[config.mk]
export PLATFORM = sky130hd
export DESIGN_NAME = pc_fetch_unit_flat
export DESIGN_NICKNAME = d
export VERILOG_FILES = /design/src/rtl/risc_pkg.sv /design/src/rtl/pc_fetch_unit_if.sv /design/src/rtl/adder16bit.sv /design/src/rtl/pc_fetch_unit.sv /design/src/flat_wrapper.sv
export SDC_FILE = /design/constraint.sdc
export NUM_CORES = 1
export LEC_CHECK = 0
export BUFFER_PORTS_ARGS = -buffer_cell sky130_fd_sc_hd__buf_4
export CAP_MARGIN = 20
export CORE_ASPECT_RATIO = 1.1
export CORE_MARGIN = 2
export CORE_UTILIZATION = 61
export DETAILED_ROUTE_END_ITERATION = 12
export PLACE_DENSITY = 0.87
export SLEW_MARGIN = 20
export SYNTH_ARGS = -nofsm -noshare
export SYNTH_HDL_FRONTEND = slang
export SYNTH_SLANG_ARGS = --single-unit
[constraint.sdc]
create_clock -name clk -period 10.45 [get_ports clk]
set_input_delay 2.09 -clock clk [delete_from_list [all_inputs] [get_ports clk]]
set_output_delay 2.09 -clock clk [all_outputs]
set_load 0.005 [all_outputs]
[src/rtl/risc_pkg.sv]
// Shared types and constants for the 16-bit RISC core front end.
// Provides: WORD_W, DEFAULT_RESET_PC and the fetch_state_t sequencer states.
// No ports; imported by the fetch interface, adder and fetch unit.
package risc_pkg;

  localparam int WORD_W = 16;

  localparam logic [WORD_W-1:0] DEFAULT_RESET_PC = 16'h0000;

  typedef enum logic [1:0] {
    RESET = 2'd0,
    FETCH = 2'd1,
    HOLD  = 2'd2,
    DRAIN = 2'd3
  } fetch_state_t;

endpackage

[src/rtl/pc_fetch_unit_if.sv]
// Bundles the instruction-memory, decode and redirect signals of the fetch unit.
// master: fetch unit side (drives imem_req/imem_addr/instr_*/pc_out).
// slave : environment side (memory, decode and execute driving ack/rdata/ready/br_*).
interface pc_fetch_unit_if;
  import risc_pkg::*;

  // instruction memory, req/ack
  logic              imem_req;
  logic [WORD_W-1:0] imem_addr;
  logic              imem_ack;
  logic [WORD_W-1:0] imem_rdata;

  // decode, valid/ready
  logic              instr_valid;
  logic              instr_ready;
  logic [WORD_W-1:0] instr_out;
  logic [WORD_W-1:0] pc_out;

  // redirect from execute
  logic              br_en;
  logic              br_rel;
  logic [WORD_W-1:0] br_offset;

  modport master (
    output imem_req, imem_addr, instr_valid, instr_out, pc_out,
    input  imem_ack, imem_rdata, instr_ready, br_en, br_rel, br_offset
  );

  modport slave (
    input  imem_req, imem_addr, instr_valid, instr_out, pc_out,
    output imem_ack, imem_rdata, instr_ready, br_en, br_rel, br_offset
  );

endinterface

[src/rtl/adder16bit.sv]
// Core 16-bit adder, used by fetch for next-PC and branch-target computation.
// Latency: combinational. Backpressure: none.
// Ports: a, b (operands), sum = a + b modulo 2^16 (carry discarded).
module adder16bit
  import risc_pkg::*;
(
  input  logic [WORD_W-1:0] a,
  input  logic [WORD_W-1:0] b,
  output logic [WORD_W-1:0] sum
);

  assign sum = a + b;

endmodule

[src/rtl/pc_fetch_unit.sv]
// Instruction-fetch sequencer: holds the PC, fetches words over req/ack and
// presents them to decode over valid/ready; redirects from execute take priority.
// Latency: ack -> instr_valid next cycle; accept -> next imem_req next cycle.
// Backpressure: instr_ready low parks the unit in HOLD with all outputs frozen.
// Ports: clk, rst (sync, active-high), bus (pc_fetch_unit_if.master),
//        fetch_count[15:0] only when PC_FETCH_PERF_EN is defined.
module pc_fetch_unit
  import risc_pkg::*;
#(
  parameter logic [WORD_W-1:0] RESET_PC = DEFAULT_RESET_PC
) (
  input  logic                clk,
  input  logic                rst,
  pc_fetch_unit_if.master     bus
`ifdef PC_FETCH_PERF_EN
  ,
  output logic [WORD_W-1:0]   fetch_count
`endif
);

  fetch_state_t      state_q, state_d;
  logic [WORD_W-1:0] pc_q, pc_d;
  logic [WORD_W-1:0] req_addr_q, req_addr_d;
  logic [WORD_W-1:0] instr_q, instr_d;
  logic [WORD_W-1:0] pc_out_q, pc_out_d;

  logic [WORD_W-1:0] adder_b;
  logic [WORD_W-1:0] adder_sum;
  logic [WORD_W-1:0] br_target;

  // One adder serves both sequential increment and relative branches; the
  // relative offset is only steered in when a relative redirect is present.
  assign adder_b = (bus.br_en && bus.br_rel) ? bus.br_offset : 16'd1;

  adder16bit u_adder (
    .a   (pc_q),
    .b   (adder_b),
    .sum (adder_sum)
  );

  assign br_target = bus.br_rel ? adder_sum : bus.br_offset;

  always_comb begin
    state_d    = state_q;
    pc_d       = pc_q;
    req_addr_d = req_addr_q;
    instr_d    = instr_q;
    pc_out_d   = pc_out_q;

    case (state_q)
      RESET: begin
        state_d = FETCH;
        if (bus.br_en) begin
          pc_d       = br_target;
          req_addr_d = br_target;
        end else begin
          req_addr_d = pc_q;
        end
      end

      FETCH: begin
        if (bus.br_en) begin
          pc_d = br_target;
          if (bus.imem_ack) begin
            // Returned word is stale; restart straight at the target.
            req_addr_d = br_target;
          end else begin
            // Request must complete at its original address before we can
            // reissue, so park in DRAIN.
            state_d = DRAIN;
          end
        end else if (bus.imem_ack) begin
          instr_d  = bus.imem_rdata;
          pc_out_d = pc_q;
          state_d  = HOLD;
        end
      end

      HOLD: begin
        // pc_q equals pc_out_q here, so relative targets are based on pc_out.
        if (bus.br_en) begin
          pc_d       = br_target;
          req_addr_d = br_target;
          state_d    = FETCH;
        end else if (bus.instr_ready) begin
          pc_d       = adder_sum;
          req_addr_d = adder_sum;
          state_d    = FETCH;
        end
      end

      DRAIN: begin
        if (bus.br_en) begin
          pc_d = br_target;
        end
        if (bus.imem_ack) begin
          // Data discarded; the most recent redirect wins.
          req_addr_d = bus.br_en ? br_target : pc_q;
          state_d    = FETCH;
        end
      end

      default: begin
        state_d = RESET;
      end
    endcase
  end

  always_ff @(posedge clk) begin
    if (rst) begin
      state_q    <= RESET;
      pc_q       <= RESET_PC;
      req_addr_q <= RESET_PC;
      instr_q    <= '0;
      pc_out_q   <= RESET_PC;
    end else begin
      state_q    <= state_d;
      pc_q       <= pc_d;
      req_addr_q <= req_addr_d;
      instr_q    <= instr_d;
      pc_out_q   <= pc_out_d;
    end
  end

  // Outputs are decoded only from flops, never from inputs.
  assign bus.imem_req    = (state_q == FETCH) || (state_q == DRAIN);
  assign bus.imem_addr   = req_addr_q;
  assign bus.instr_valid = (state_q == HOLD);
  assign bus.instr_out   = instr_q;
  assign bus.pc_out      = pc_out_q;

`ifdef PC_FETCH_PERF_EN
  logic [WORD_W-1:0] fetch_count_q, fetch_count_d;

  // An accept coinciding with a redirect still transfers, so it counts.
  always_comb begin
    fetch_count_d = fetch_count_q;
    if ((state_q == HOLD) && bus.instr_ready) begin
      fetch_count_d = fetch_count_q + 16'd1;
    end
  end

  always_ff @(posedge clk) begin
    if (rst) begin
      fetch_count_q <= '0;
    end else begin
      fetch_count_q <= fetch_count_d;
    end
  end

  assign fetch_count = fetch_count_q;
`endif

endmodule

[src/flat_wrapper.sv]
// flat-port wrapper written by rule: the top's interface ports become plain ports
module pc_fetch_unit_flat import risc_pkg::*;
#(
  parameter logic [WORD_W-1:0] RESET_PC = DEFAULT_RESET_PC
)
  (clk, rst, bus_imem_req, bus_imem_addr, bus_instr_valid, bus_instr_out, bus_pc_out, bus_imem_ack, bus_imem_rdata, bus_instr_ready, bus_br_en, bus_br_rel, bus_br_offset);
  pc_fetch_unit_if bus_i ();
  input  logic clk;
  input  logic rst;
  output wire logic [$bits(bus_i.imem_req)-1:0] bus_imem_req;
  output wire logic [$bits(bus_i.imem_addr)-1:0] bus_imem_addr;
  output wire logic [$bits(bus_i.instr_valid)-1:0] bus_instr_valid;
  output wire logic [$bits(bus_i.instr_out)-1:0] bus_instr_out;
  output wire logic [$bits(bus_i.pc_out)-1:0] bus_pc_out;
  input wire logic [$bits(bus_i.imem_ack)-1:0] bus_imem_ack;
  input wire logic [$bits(bus_i.imem_rdata)-1:0] bus_imem_rdata;
  input wire logic [$bits(bus_i.instr_ready)-1:0] bus_instr_ready;
  input wire logic [$bits(bus_i.br_en)-1:0] bus_br_en;
  input wire logic [$bits(bus_i.br_rel)-1:0] bus_br_rel;
  input wire logic [$bits(bus_i.br_offset)-1:0] bus_br_offset;
  assign bus_imem_req = bus_i.imem_req;
  assign bus_imem_addr = bus_i.imem_addr;
  assign bus_instr_valid = bus_i.instr_valid;
  assign bus_instr_out = bus_i.instr_out;
  assign bus_pc_out = bus_i.pc_out;
  assign bus_i.imem_ack = bus_imem_ack;
  assign bus_i.imem_rdata = bus_imem_rdata;
  assign bus_i.instr_ready = bus_instr_ready;
  assign bus_i.br_en = bus_br_en;
  assign bus_i.br_rel = bus_br_rel;
  assign bus_i.br_offset = bus_br_offset;
  pc_fetch_unit #(.RESET_PC(RESET_PC)) u_core (.clk(clk), .rst(rst), .bus(bus_i));
endmodule
==> results.md, run 1 <==
* Result of the run: finished, final reports clean
* Diode insertion count for antenna repair at 0
* Number of register bits inferred by synthesis at 66
* Share of final-layout standard cells stronger than drive strength 1 at 0.1856
* Clock Path Buffers at 2
* Synthesis Warnings at 0
* Die Outline Area at 0.008176 mm2
* Rel. slew slack at 0.3558
* CTS Hold Buffers Added at 0
* Slowest CP cell: buf_4
* Category of the worst setup path launch point: primary input
* Crit path largest cell delay at 0.48 ns
* Sinks on Clock Net at 66
* Worst voltage drop across the vdd grid at 67.03 uV
* Post-synthesis sequential area ratio at 0.2900
* Layout-stage area growth over the synthesis result at 18.32%
* HPWL after detailed placement at 10.33 mm
* Core region area at 0.007350 mm2
* Largest clock skew in the final design at 0.008191 ns
* Compound-gate portion of the synthesized area at 0.3013
* Tmin final at 5.349 ns
* HP Class: reg -> reg
* Y dimension of the die at 94.64 um
* Total length of routed wires at 14.72 mm
* DRC violations left at 0
* Worst Path Required at 10.71 ns
* Final number of hold-violating endpoints at 0
* Wire length of the first global-routing pass at 22.74 mm
* Number of max-cap violations at 0
* First-pass iteration count of the detailed router at 5
* Total clock buffers created by CTS at 9
* Residual overflow from global routing at 0
* Number of routed nets with antenna violations at 0
* Transition time of the tightest slew-check pin at 0.9611 ns
* Final RePlAce weighted congestion at 0.9979
* Chip Width at 86.40 um
* Total count of max-transition violations in the final report at 0
* Final setup violation count at 0
* Count of nets after finishing at 732
* CTS HTree Levels at 3
* Clock tree from TritonCTS: done
* Number of cells produced by synthesis at 618
* Critical path data arrival time at 5.61 ns
* Ordered list of cells on the worst path: buf_4 > nand2_1 > or2_2 > ha_1 > fa_1 > a211oi_2 > o21a_2 > nor4_1 > or3_1 > and3b_1 > a211o_1 > a211o_1
* Ys flop type: dfxtp_1
* Clock latency at the later pin of the worst-skew pair at 0.36 ns
* Adder and majority cell fraction of the synthesized area at 0.05658
* Root cell of the clock tree: clkbuf_8
* GRT Util Overall at 0.3571
* Initial antenna violation count at 0
* Post-synthesis cell area at 0.004556 mm2
* Maximum number of pins on one net before global-route repair at 70
* Largest family of logic cells by synthesized area: compound AO/OA/AOI/OAI gates
* Num rows at 33
* Portion of netlist area occupied by mux cells at 0.02884
* Count of port buffers added during placement at 87
* Pwr Density at 143.0 mW/mm2
* Via count of the first global-routing pass at 4684
* I/O Pins at 88
* Count of flip-flops with a built-in enable after synthesis at 0
* Final core occ at 0.7334
* Number of nets produced by synthesis at 676
* Routed WL per cell at 19.21 um
* Final worst path period share at 0.5119
* Sum of negative setup slack at 0 ns
* Unrepaired setup endpoints after global routing: false
* Starting density of the core at 0.6199
* Max FO, Critical Path at 63
* Fraction of synthesized cell area in xor and xnor cells at 0.02664
* Average cell area after synthesis at 7.372 um2
* Clock transition at the registers of the reported paths at 0.08 ns
* Type of element capturing the critical path: flip-flop
* Via total after detailed routing at 5070
* Number of resized instances in the post-cts repair step at 0
* Fmax achieved at 0.1869 GHz
* Post-CTS Setup Repair Bufs at 0
* Async SR Flop Fraction at 0
* Leakage power total at 2.306 nW
* Detailed Route Iter0 Violations at 424
* Netlist cell types at 68
* Cell mode on critical path: a211o_1
* Filler Cells Inserted at 597
* Basic-gate share of the synthesized area counting and, or, nand and nor cells at 0.2378
* Category of the critical setup timing path: in -> reg
* Detail-routed via count per cell at 6.619
==> stage by stage <==
step                      instance area, um2  hold WS [ns]  cells  setup WS [ns]  total power, mW
after floorplan                         4556        0.4527    618          5.309           0.4228
after global placement                  5135        0.4417    750          4.821           0.4843
after detailed placement                5135        0.4473    750          4.774           0.4896
after CTS                               5385        0.4577    766          5.145           0.7621
after global routing                    5390        0.4717    766          4.926           0.7965
final                                   5390        0.4561    766          5.101           0.7706
==> where the power goes <==
| group | total (mW) | leakage [nW] | internal (mW) | switching [mW] |
|---|---|---|---|---|
| clock network | 0.278 | 0.127 | 0.166 | 0.113 |
| registers | 0.288 | 0.540 | 0.270 | 0.0184 |
| logic | 0.204 | 1.64 | 0.0838 | 0.120 |
| total | 0.771 | 2.31 | 0.520 | 0.251 |
==> metal layers <==
metal  wire [um]  GRT usage
met5           0          0
met3        1186    0.04983
met2        6849     0.6051
met1        5628     0.4071
met4        1051     0.2617
==> synth_stat cells, types with 6 or more instances <==
master,n,area [um2]
a211o_1,10,87.58
a211oi_1,12,90.09
a21o_1,6,45.04
a21oi_1,73,365.4
a221oi_1,7,61.31
and3_1,16,100.1
buf_2,6,30.03
clkbuf_1,32,120.1
dfxtp_1,66,1321
ha_1,19,237.7
inv_1,14,52.55
mux2i_1,12,120.1
nand2_1,115,431.7
nand3_1,14,70.07
nor2_1,48,180.2
nor2b_1,6,37.54
nor3_1,13,65.06
o211ai_1,6,45.04
o21ai_0,29,145.1
o22ai_1,7,43.79
xnor2_1,8,70.07
==> cell usage in the layout, fill, tap and decap left out, types with 6 or more instances in the layout <==
master,Yosys,routed
o21ai_0,29,29
clkbuf_8,2,10
inv_1,14,14
buf_4,1,90
nor2_1,48,48
a21o_1,6,6
a211oi_1,12,12
o22ai_1,7,7
nor2b_1,6,6
nand2_1,115,115
o211ai_1,6,6
mux2i_1,12,12
a21oi_1,73,73
a221oi_1,7,7
nand3_1,14,13
dfxtp_1,66,66
xnor2_1,8,8
ha_1,19,19
a211o_1,10,10
nor3_1,13,11
and3_1,16,16
==> flip-flops by register name (all words and copies together), names as in the netlist <==
signal                count
u_core.bus.imem_addr     16
u_core.bus.instr_out     16
u_core.bus.pc_out        16
u_core.pc_q              16
u_core.state_q            2
==> kinds of logic after synthesis <==
logic type,count (synthesis)
AOI/OAI and AO/OA,207
xor gates and xnor gates,13
adders and majority gates,20
buffers and inverters,59
DFF,66
muxes,13
and+or+nand+nor,240
==> cell type report <==
class / count / area (um2) / area share
repair buffers: 90 / 675.6 / 0.1253
inverters: 14 / 52.55 / 0.009749
well taps: 87 / 108.9 / 0.02019
multi-input cells: 493 / 2982 / 0.5532
clock buffers: 10 / 137.6 / 0.02553
flip-flops and latches: 66 / 1321 / 0.2451
clock inverters: 6 / 112.6 / 0.02089
==> path summary, 6_finish.rpt <==
check	to	depth (start not counted)	start	slack [ns]
worst min register to register	u_core.bus.instr_out[1]$_SDFFE_PP0P_	2	u_core.bus.instr_out[1]$_SDFFE_PP0P_	0.46
worst min-delay path	u_core.bus.instr_out[1]$_SDFFE_PP0P_	2	u_core.bus.instr_out[1]$_SDFFE_PP0P_	0.46
worst max register to register	u_core.bus.imem_addr[8]$_SDFFE_PP0P_	10	u_core.state_q[0]$_SDFFE_PP0P_	7.08
worst max-delay path	u_core.bus.imem_addr[12]$_SDFFE_PP0P_	12	bus_br_en	5.10
==> worst max-delay path: cells and delay by family <==
| family | cells | cell delay [ns] |
|---|---|---|
| buffers and inverters | 1 | 0.48 |
| adders and majority gates | 2 | 0.68 |
| and+or+nand+nor | 5 | 1.33 |
| AOI/OAI and AO/OA | 4 | 1.01 |
No activity file was read; power rests on OpenSTA's default activity.
==> run 2, diff against run 1 <==
--- a/config.mk
+++ b/config.mk
@@ -9,9 +9,9 @@
 export CAP_MARGIN = 20
 export CORE_ASPECT_RATIO = 1.1
 export CORE_MARGIN = 2
-export CORE_UTILIZATION = 61
+export CORE_UTILIZATION = 51
 export DETAILED_ROUTE_END_ITERATION = 12
-export PLACE_DENSITY = 0.87
+export PLACE_DENSITY = 0.77
 export SLEW_MARGIN = 20
 export SYNTH_ARGS = -nofsm -noshare
 export SYNTH_HDL_FRONTEND = slang
==> constraint.sdc (replaced) <==
create_clock -name clk -period 4.7 [get_ports clk]
set_input_delay 0.94 -clock clk [delete_from_list [all_inputs] [get_ports clk]]
set_output_delay 0.94 -clock clk [all_outputs]
set_load 0.005 [all_outputs]
==> run 2 against run 1 <==
Final area increased by 0.97%. Sequential share of layout area decreased by 0.24 points. Critical endpoint is now u_core.pc_q[12]$_SDFFE_PP0N_. Non-clock buffer count increased by 7. Setup slack got worse by 4.0 ns.
==> results.md, run 2 (synthesis results as in run 1) <==
* Result of the run: finished, final reports clean
* Via total after detailed routing at 4988
* Total power at 1.649 mW
* Sum of negative setup slack at 0 ns
* Fmax achieved at 0.2742 GHz
* Cell mode on critical path: a211o_1
* Number of routed nets with antenna violations at 0
* Cell area reported after detailed placement at 0.005216 mm2
* Diode insertion count for antenna repair at 0
* Leakage power total at 2.325 nW
* Critical path data arrival time at 3.90 ns
* Worst hold start: u_core.bus.instr_out[14]$_SDFFE_PP0P_
* Number of buffer and inverter instances along the worst setup path at 1
* Final number of hold-violating endpoints at 0
* Tmin final at 3.647 ns
* Maximum number of pins on one net before global-route repair at 70
* DRC violations left at 0
* Starting density of the core at 0.5187
* Pwr Density at 303.0 mW/mm2
* Type of element capturing the critical path: flip-flop
* Detail-routed via count per cell at 6.235
* Worst-case hold slack at 0.4571 ns
* Clock tree from TritonCTS: done
* Slowest CP cell: fa_1
* Rel. slew slack at 0.4985
* HPWL after detailed placement at 10.59 mm
* Post-route worst setup slack at 1.053 ns
* Number of max-cap violations at 0
* Category of the critical setup timing path: in -> reg
* Transition time of the tightest slew-check pin at 0.7522 ns
* Total clock buffers created by CTS at 9
* GRT Util Overall at 0.3047
* Root cell of the clock tree: clkbuf_8
* Crit path largest cell delay at 0.44 ns
* Category of the worst setup path launch point: primary input
* Filler Cells Inserted at 820
* Cell type group with the largest total delay on the critical path: simple AND/OR/NAND/NOR gates
* Final RePlAce weighted congestion at 0.9837
* Worst Path Required at 4.95 ns
* Ordered list of cells on the worst path: buf_4 > nand2_1 > or2_2 > ha_1 > fa_1 > a211oi_2 > o21a_2 > nor4_1 > or3_1 > and3b_1 > a211o_1 > a211o_1
* Detailed Route Iter0 Violations at 377
* HP Class: reg -> reg
* Post-CTS Setup Repair Bufs at 0
* Count of port buffers added during placement at 87
* Clock Path Buffers at 2
* Share of final-layout standard cells stronger than drive strength 1 at 0.1910
* Residual overflow from global routing at 0
* Die Outline Area at 0.009706 mm2
* Routed WL per cell at 18.40 um
* I/O Pins at 88
* Sinks on Clock Net at 66
* Number of resized instances in the post-cts repair step at 0
* Most common cell after layout, fill and taps aside: nand2_1
* CTS HTree Levels at 3
* First element of the critical path: bus_br_en
* Count of nets after finishing at 739
* Most frequent cells in the layout: nand2_1 (115), buf_4 (97), a21oi_1 (73), dfxtp_1 (66), nor2_1 (48)
* CTS Hold Buffers Added at 0
* Total count of max-transition violations in the final report at 0
* Via count of the first global-routing pass at 4607
* Num rows at 36
* Max FO, Critical Path at 23
* Layout-stage area growth over the synthesis result at 19.47%
* Unrepaired setup endpoints after global routing: false
* Worst voltage drop across the vdd grid at 184.6 uV
* Final worst path period share at 0.7759
* R2r startpoint: u_core.state_q[0]$_SDFFE_PP0P_
* Final setup violation count at 0
* Total length of routed wires at 14.72 mm
* First-pass iteration count of the detailed router at 6
* Chip Width at 94.12 um
* Clock latency at the later pin of the worst-skew pair at 0.36 ns
* Final Instance Area at 0.005443 mm2
* Y dimension of the die at 103.1 um
* Core region area at 0.008783 mm2
* Setup slack after placement at 0.7130 ns
* Clock transition at the registers of the reported paths at 0.08 ns
* Largest clock skew in the final design at 0.01146 ns
* Initial antenna violation count at 0
* Wire length of the first global-routing pass at 22.83 mm
run 2: final timing paths:
kind,end,slack [ns],cells after the start
setup / recovery,u_core.pc_q[12]$_SDFFE_PP0N_,1.05,12
hold / removal,u_core.bus.instr_out[14]$_SDFFE_PP0P_,0.46,2
setup reg to reg,u_core.bus.imem_addr[13]$_SDFFE_PP0P_,1.73,10
hold reg to reg,u_core.bus.instr_out[14]$_SDFFE_PP0P_,0.46,2
run 2: final cells by class:
| type | count | area (um2) | share of cell area |
|---|---|---|---|
| repair buffers | 97 | 728.2 | 0.1338 |
| clock buffers | 9 | 123.9 | 0.02276 |
| flip-flops and latches | 66 | 1321 | 0.2428 |
| clock inverters | 7 | 102.6 | 0.01885 |
| inverters | 14 | 52.55 | 0.009655 |
| multi-input cells | 493 | 2972 | 0.5460 |
| well taps | 114 | 142.6 | 0.02621 |
run 2: worst reg2reg max path: cells and delay by family (launching register included):
family / cells / cell delay (ns)
simple gates: 6 / 1.58
flops: 1 / 0.41
fa+ha+maj: 1 / 0.41
buf+inv: 2 / 0.32
compound gates: 1 / 0.20
run 2: power by group:
part,internal (mW),leakage (nW),switching [mW]
Clock,0.304,0.115,0.251
Sequential,0.600,0.540,0.0385
Combinational,0.191,1.67,0.264
run 2: layer usage:
metal	part of all wire	up-vias	GRT usage
met5	0	-	0
met4	0.051	0	0.1973
met3	0.091	61	0.06067
met2	0.47	294	0.5055
met1	0.39	2265	0.3602
li1	-	2368	-
run 2: through the flow:
stage          std cells  utilization
3_5_place_dp         784       0.5939
2_1_floorplan        618            -
6_report             800       0.6197
5_1_grt              800       0.6197
4_1_cts              800       0.6197
3_3_place_gp         784       0.5939
==> run 3, diff against run 2 <==
==> constraint.sdc (replaced) <==
create_clock -name clk -period 3.07 [get_ports clk]
set_input_delay 0.614 -clock clk [delete_from_list [all_inputs] [get_ports clk]]
set_output_delay 0.614 -clock clk [all_outputs]
set_load 0.005 [all_outputs]
==> run 3 against run 2 <==
Final area is 11% higher. Critical endpoint is now u_core.bus.imem_addr[10]$_SDFFE_PP0P_. Combinational power up 81%. Flip-flop and latch count did not move. Global-route usage up 1.5 points. Critical path depth unchanged. Clock-buffer cell count is the same. Wire length grew 5.7%. Sequential share of layout area shrank 2.4 points. Core utilization is 6.7 points higher. Final cell count is 7.8% higher.
==> results.md, run 3 (synthesis results as in run 1) <==
* FF-to-FF path depth at 9
* Largest clock skew in the final design at 0.01501 ns
* HPWL after detailed placement at 11.55 mm
* Pwr Density at 452.5 mW/mm2
* Max FO, Critical Path at 12
* Layout-stage area growth over the synthesis result at 32.46%
* Chip Width at 94.12 um
* Total length of routed wires at 15.56 mm
* First-pass iteration count of the detailed router at 5
* Starting density of the core at 0.5187
* Last element of the critical path: u_core.bus.imem_addr[10]$_SDFFE_PP0P_
* Detailed Route Iter0 Violations at 414
* Seq. cell area at 0.001321 mm2
* R2R setup slack at 0.41 ns
* Final setup violation count at 0
* Number of routed nets with antenna violations at 0
* CTS Hold Buffers Added at 0
* Flop pwr share at 0.359
* Reg2reg end: u_core.pc_q[12]$_SDFFE_PP0N_
* Leakage power total at 2.640 nW
* Maximum number of pins on one net before global-route repair at 70
* Category of the worst setup path launch point: primary input
* Core region area at 0.008783 mm2
* Share of power burned in combinational logic at 0.302
* Routed WL per cell at 18.05 um
* Worst voltage drop across the vdd grid at 251.4 uV
* Internal power at 1.849 mW
* Area of the multi-input gates at 0.003064 mm2
* Final worst path period share at 0.9525
* Clock share of power at 0.339
* Share of final-layout standard cells stronger than drive strength 1 at 0.2727
* Worst Path Required at 3.33 ns
* Filler Cells Inserted at 737
* Most frequent cells in the layout: buf_4 (158), nand2_1 (114), a21oi_1 (72), dfxtp_1 (66), nor2_1 (47)
* Critical path data arrival time at 3.18 ns
* Detail-routed via count per cell at 6.072
* Final number of hold-violating endpoints at 0
* Rel. slew slack at 0.5077
* Setup slack after placement at -0.2114 ns
* Final Instance Area at 0.006035 mm2
* R2r startpoint: u_core.pc_q[0]$_SDFFE_PP0N_
* Placed cell count at 846
* Total count of max-transition violations in the final report at 0
* Transition time of the tightest slew-check pin at 0.7384 ns
* Switching portion of total power at 0.3227
* Y dimension of the die at 103.1 um
* Type of element capturing the critical path: flip-flop
* Cell area reported after detailed placement at 0.005787 mm2
* Count of port buffers added during placement at 87
* CTS HTree Levels at 3
* DRC violations left at 0
* First element of the critical path: bus_br_en
* Result of the run: finished, final reports clean
* Num rows at 36
* Residual overflow from global routing at 0
* Clock transition at the registers of the reported paths at 0.08 ns
* Clock tree from TritonCTS: done
* Max layer used: met4
* Met2 Routed Length at 7.365 mm
* Clock latency at the later pin of the worst-skew pair at 0.36 ns
* Die Outline Area at 0.009706 mm2
* Most common cell after layout, fill and taps aside: buf_4
* Via total after detailed routing at 5234
* Post-Layout Cell Count at 862
* I/O Pins at 88
* Root cell of the clock tree: clkbuf_8
* Sinks on Clock Net at 66
* GRT Util Overall at 0.3199
* Count of nets after finishing at 801
* Clock Path Buffers at 2
* Via count of the first global-routing pass at 4862
* Met3 WL post-DR at 1.329 mm
* Wire length of the first global-routing pass at 23.96 mm
* Tmin final at 2.924 ns
* Post-CTS Setup Repair Bufs at 0
* HP Class: reg -> reg
* Fmax achieved at 0.3420 GHz
* Initial antenna violation count at 0
* Final core occ at 0.6870
* Net switching power at 0.8812 mW
* Unrepaired setup endpoints after global routing: false
* Wire length on met1 at 6.113 mm
* Final RePlAce weighted congestion at 0.8969
* Total power at 2.731 mW
* Number of max-cap violations at 0
* Post-route worst setup slack at 0.1459 ns
* Category of the critical setup timing path: in -> reg
* Number of resized instances in the post-cts repair step at 0
* Diode insertion count for antenna repair at 0
* Total clock buffers created by CTS at 9
run 3: cell count changes in the layout (fill, tap and decap cells not counted), moves of 2 or more:
cell	before	now
clkinv_4	3	1
ha_4	0	5
inv_6	0	2
buf_4	97	158
ha_1	19	14
run 3: layer usage:
layer / track usage / up-vias
li1: - / 2482
met1: 0.3798 / 2385
met2: 0.5549 / 305
met3: 0.05336 / 62
met4: 0.1695 / 0
met5: 0 / -
run 3: final cells by class:
cell class | instances | share of cell area
Timing Repair Buffer | 159 | 0.1999
Sequential cell | 66 | 0.2190
Clock buffer | 9 | 0.02053
Tap cell | 114 | 0.02364
Clock inverter | 7 | 0.02053
Inverter | 14 | 0.008708
Multi-Input combinational cell | 493 | 0.5078
run 3: metrics by stage:
step	setup TNS (ns)	hold WS, ns
5_1_grt	0	0.4807
3_5_place_dp	-1.547	0.4485
3_3_place_gp	-0.7901	0.4416
6_report	0	0.4561
2_1_floorplan	-0.3205	0.4527
4_1_cts	0	0.4584
run 3: power groups by stage:
stage	combinational, mW	sequential [mW]	clock (mW)
finish	0.824	0.981	0.926
global route	0.893	0.986	0.967
CTS	0.807	0.979	0.936
detailed placement	0.803	0.999	0
global placement	0.780	0.996	0
floorplan	0.489	0.982	0
run 3: worst min path at each step:
stage,startpoint,to,slack (ns),cells after the start
3_3_place_gp,u_core.bus.instr_out[7]$_SDFFE_PP0P_,u_core.bus.instr_out[7]$_SDFFE_PP0P_,0.44,2
3_5_place_dp,u_core.bus.pc_out[9]$_SDFFE_PP0P_,u_core.bus.pc_out[9]$_SDFFE_PP0P_,0.45,2
2_1_floorplan,u_core.bus.imem_addr[0]$_SDFFE_PP0P_,u_core.bus.imem_addr[0]$_SDFFE_PP0P_,0.45,2
5_1_grt,u_core.bus.pc_out[7]$_SDFFE_PP0P_,u_core.bus.pc_out[7]$_SDFFE_PP0P_,0.48,2
4_1_cts,u_core.bus.pc_out[2]$_SDFFE_PP0P_,u_core.bus.pc_out[2]$_SDFFE_PP0P_,0.46,2
6_report,u_core.bus.pc_out[9]$_SDFFE_PP0P_,u_core.bus.pc_out[9]$_SDFFE_PP0P_,0.46,2
run 3: worst max-delay path, stage by stage:
cell	delay [ns]
buf_4	0.14
buf_4	0.19
and3_1	0.21
ha_1	0.34
o21ai_1	0.11
o21a_2	0.23
buf_4	0.13
o31ai_2	0.38
mux2i_1	0.14
a211oi_1	0.31
o32ai_1	0.12
o31a_1	0.25
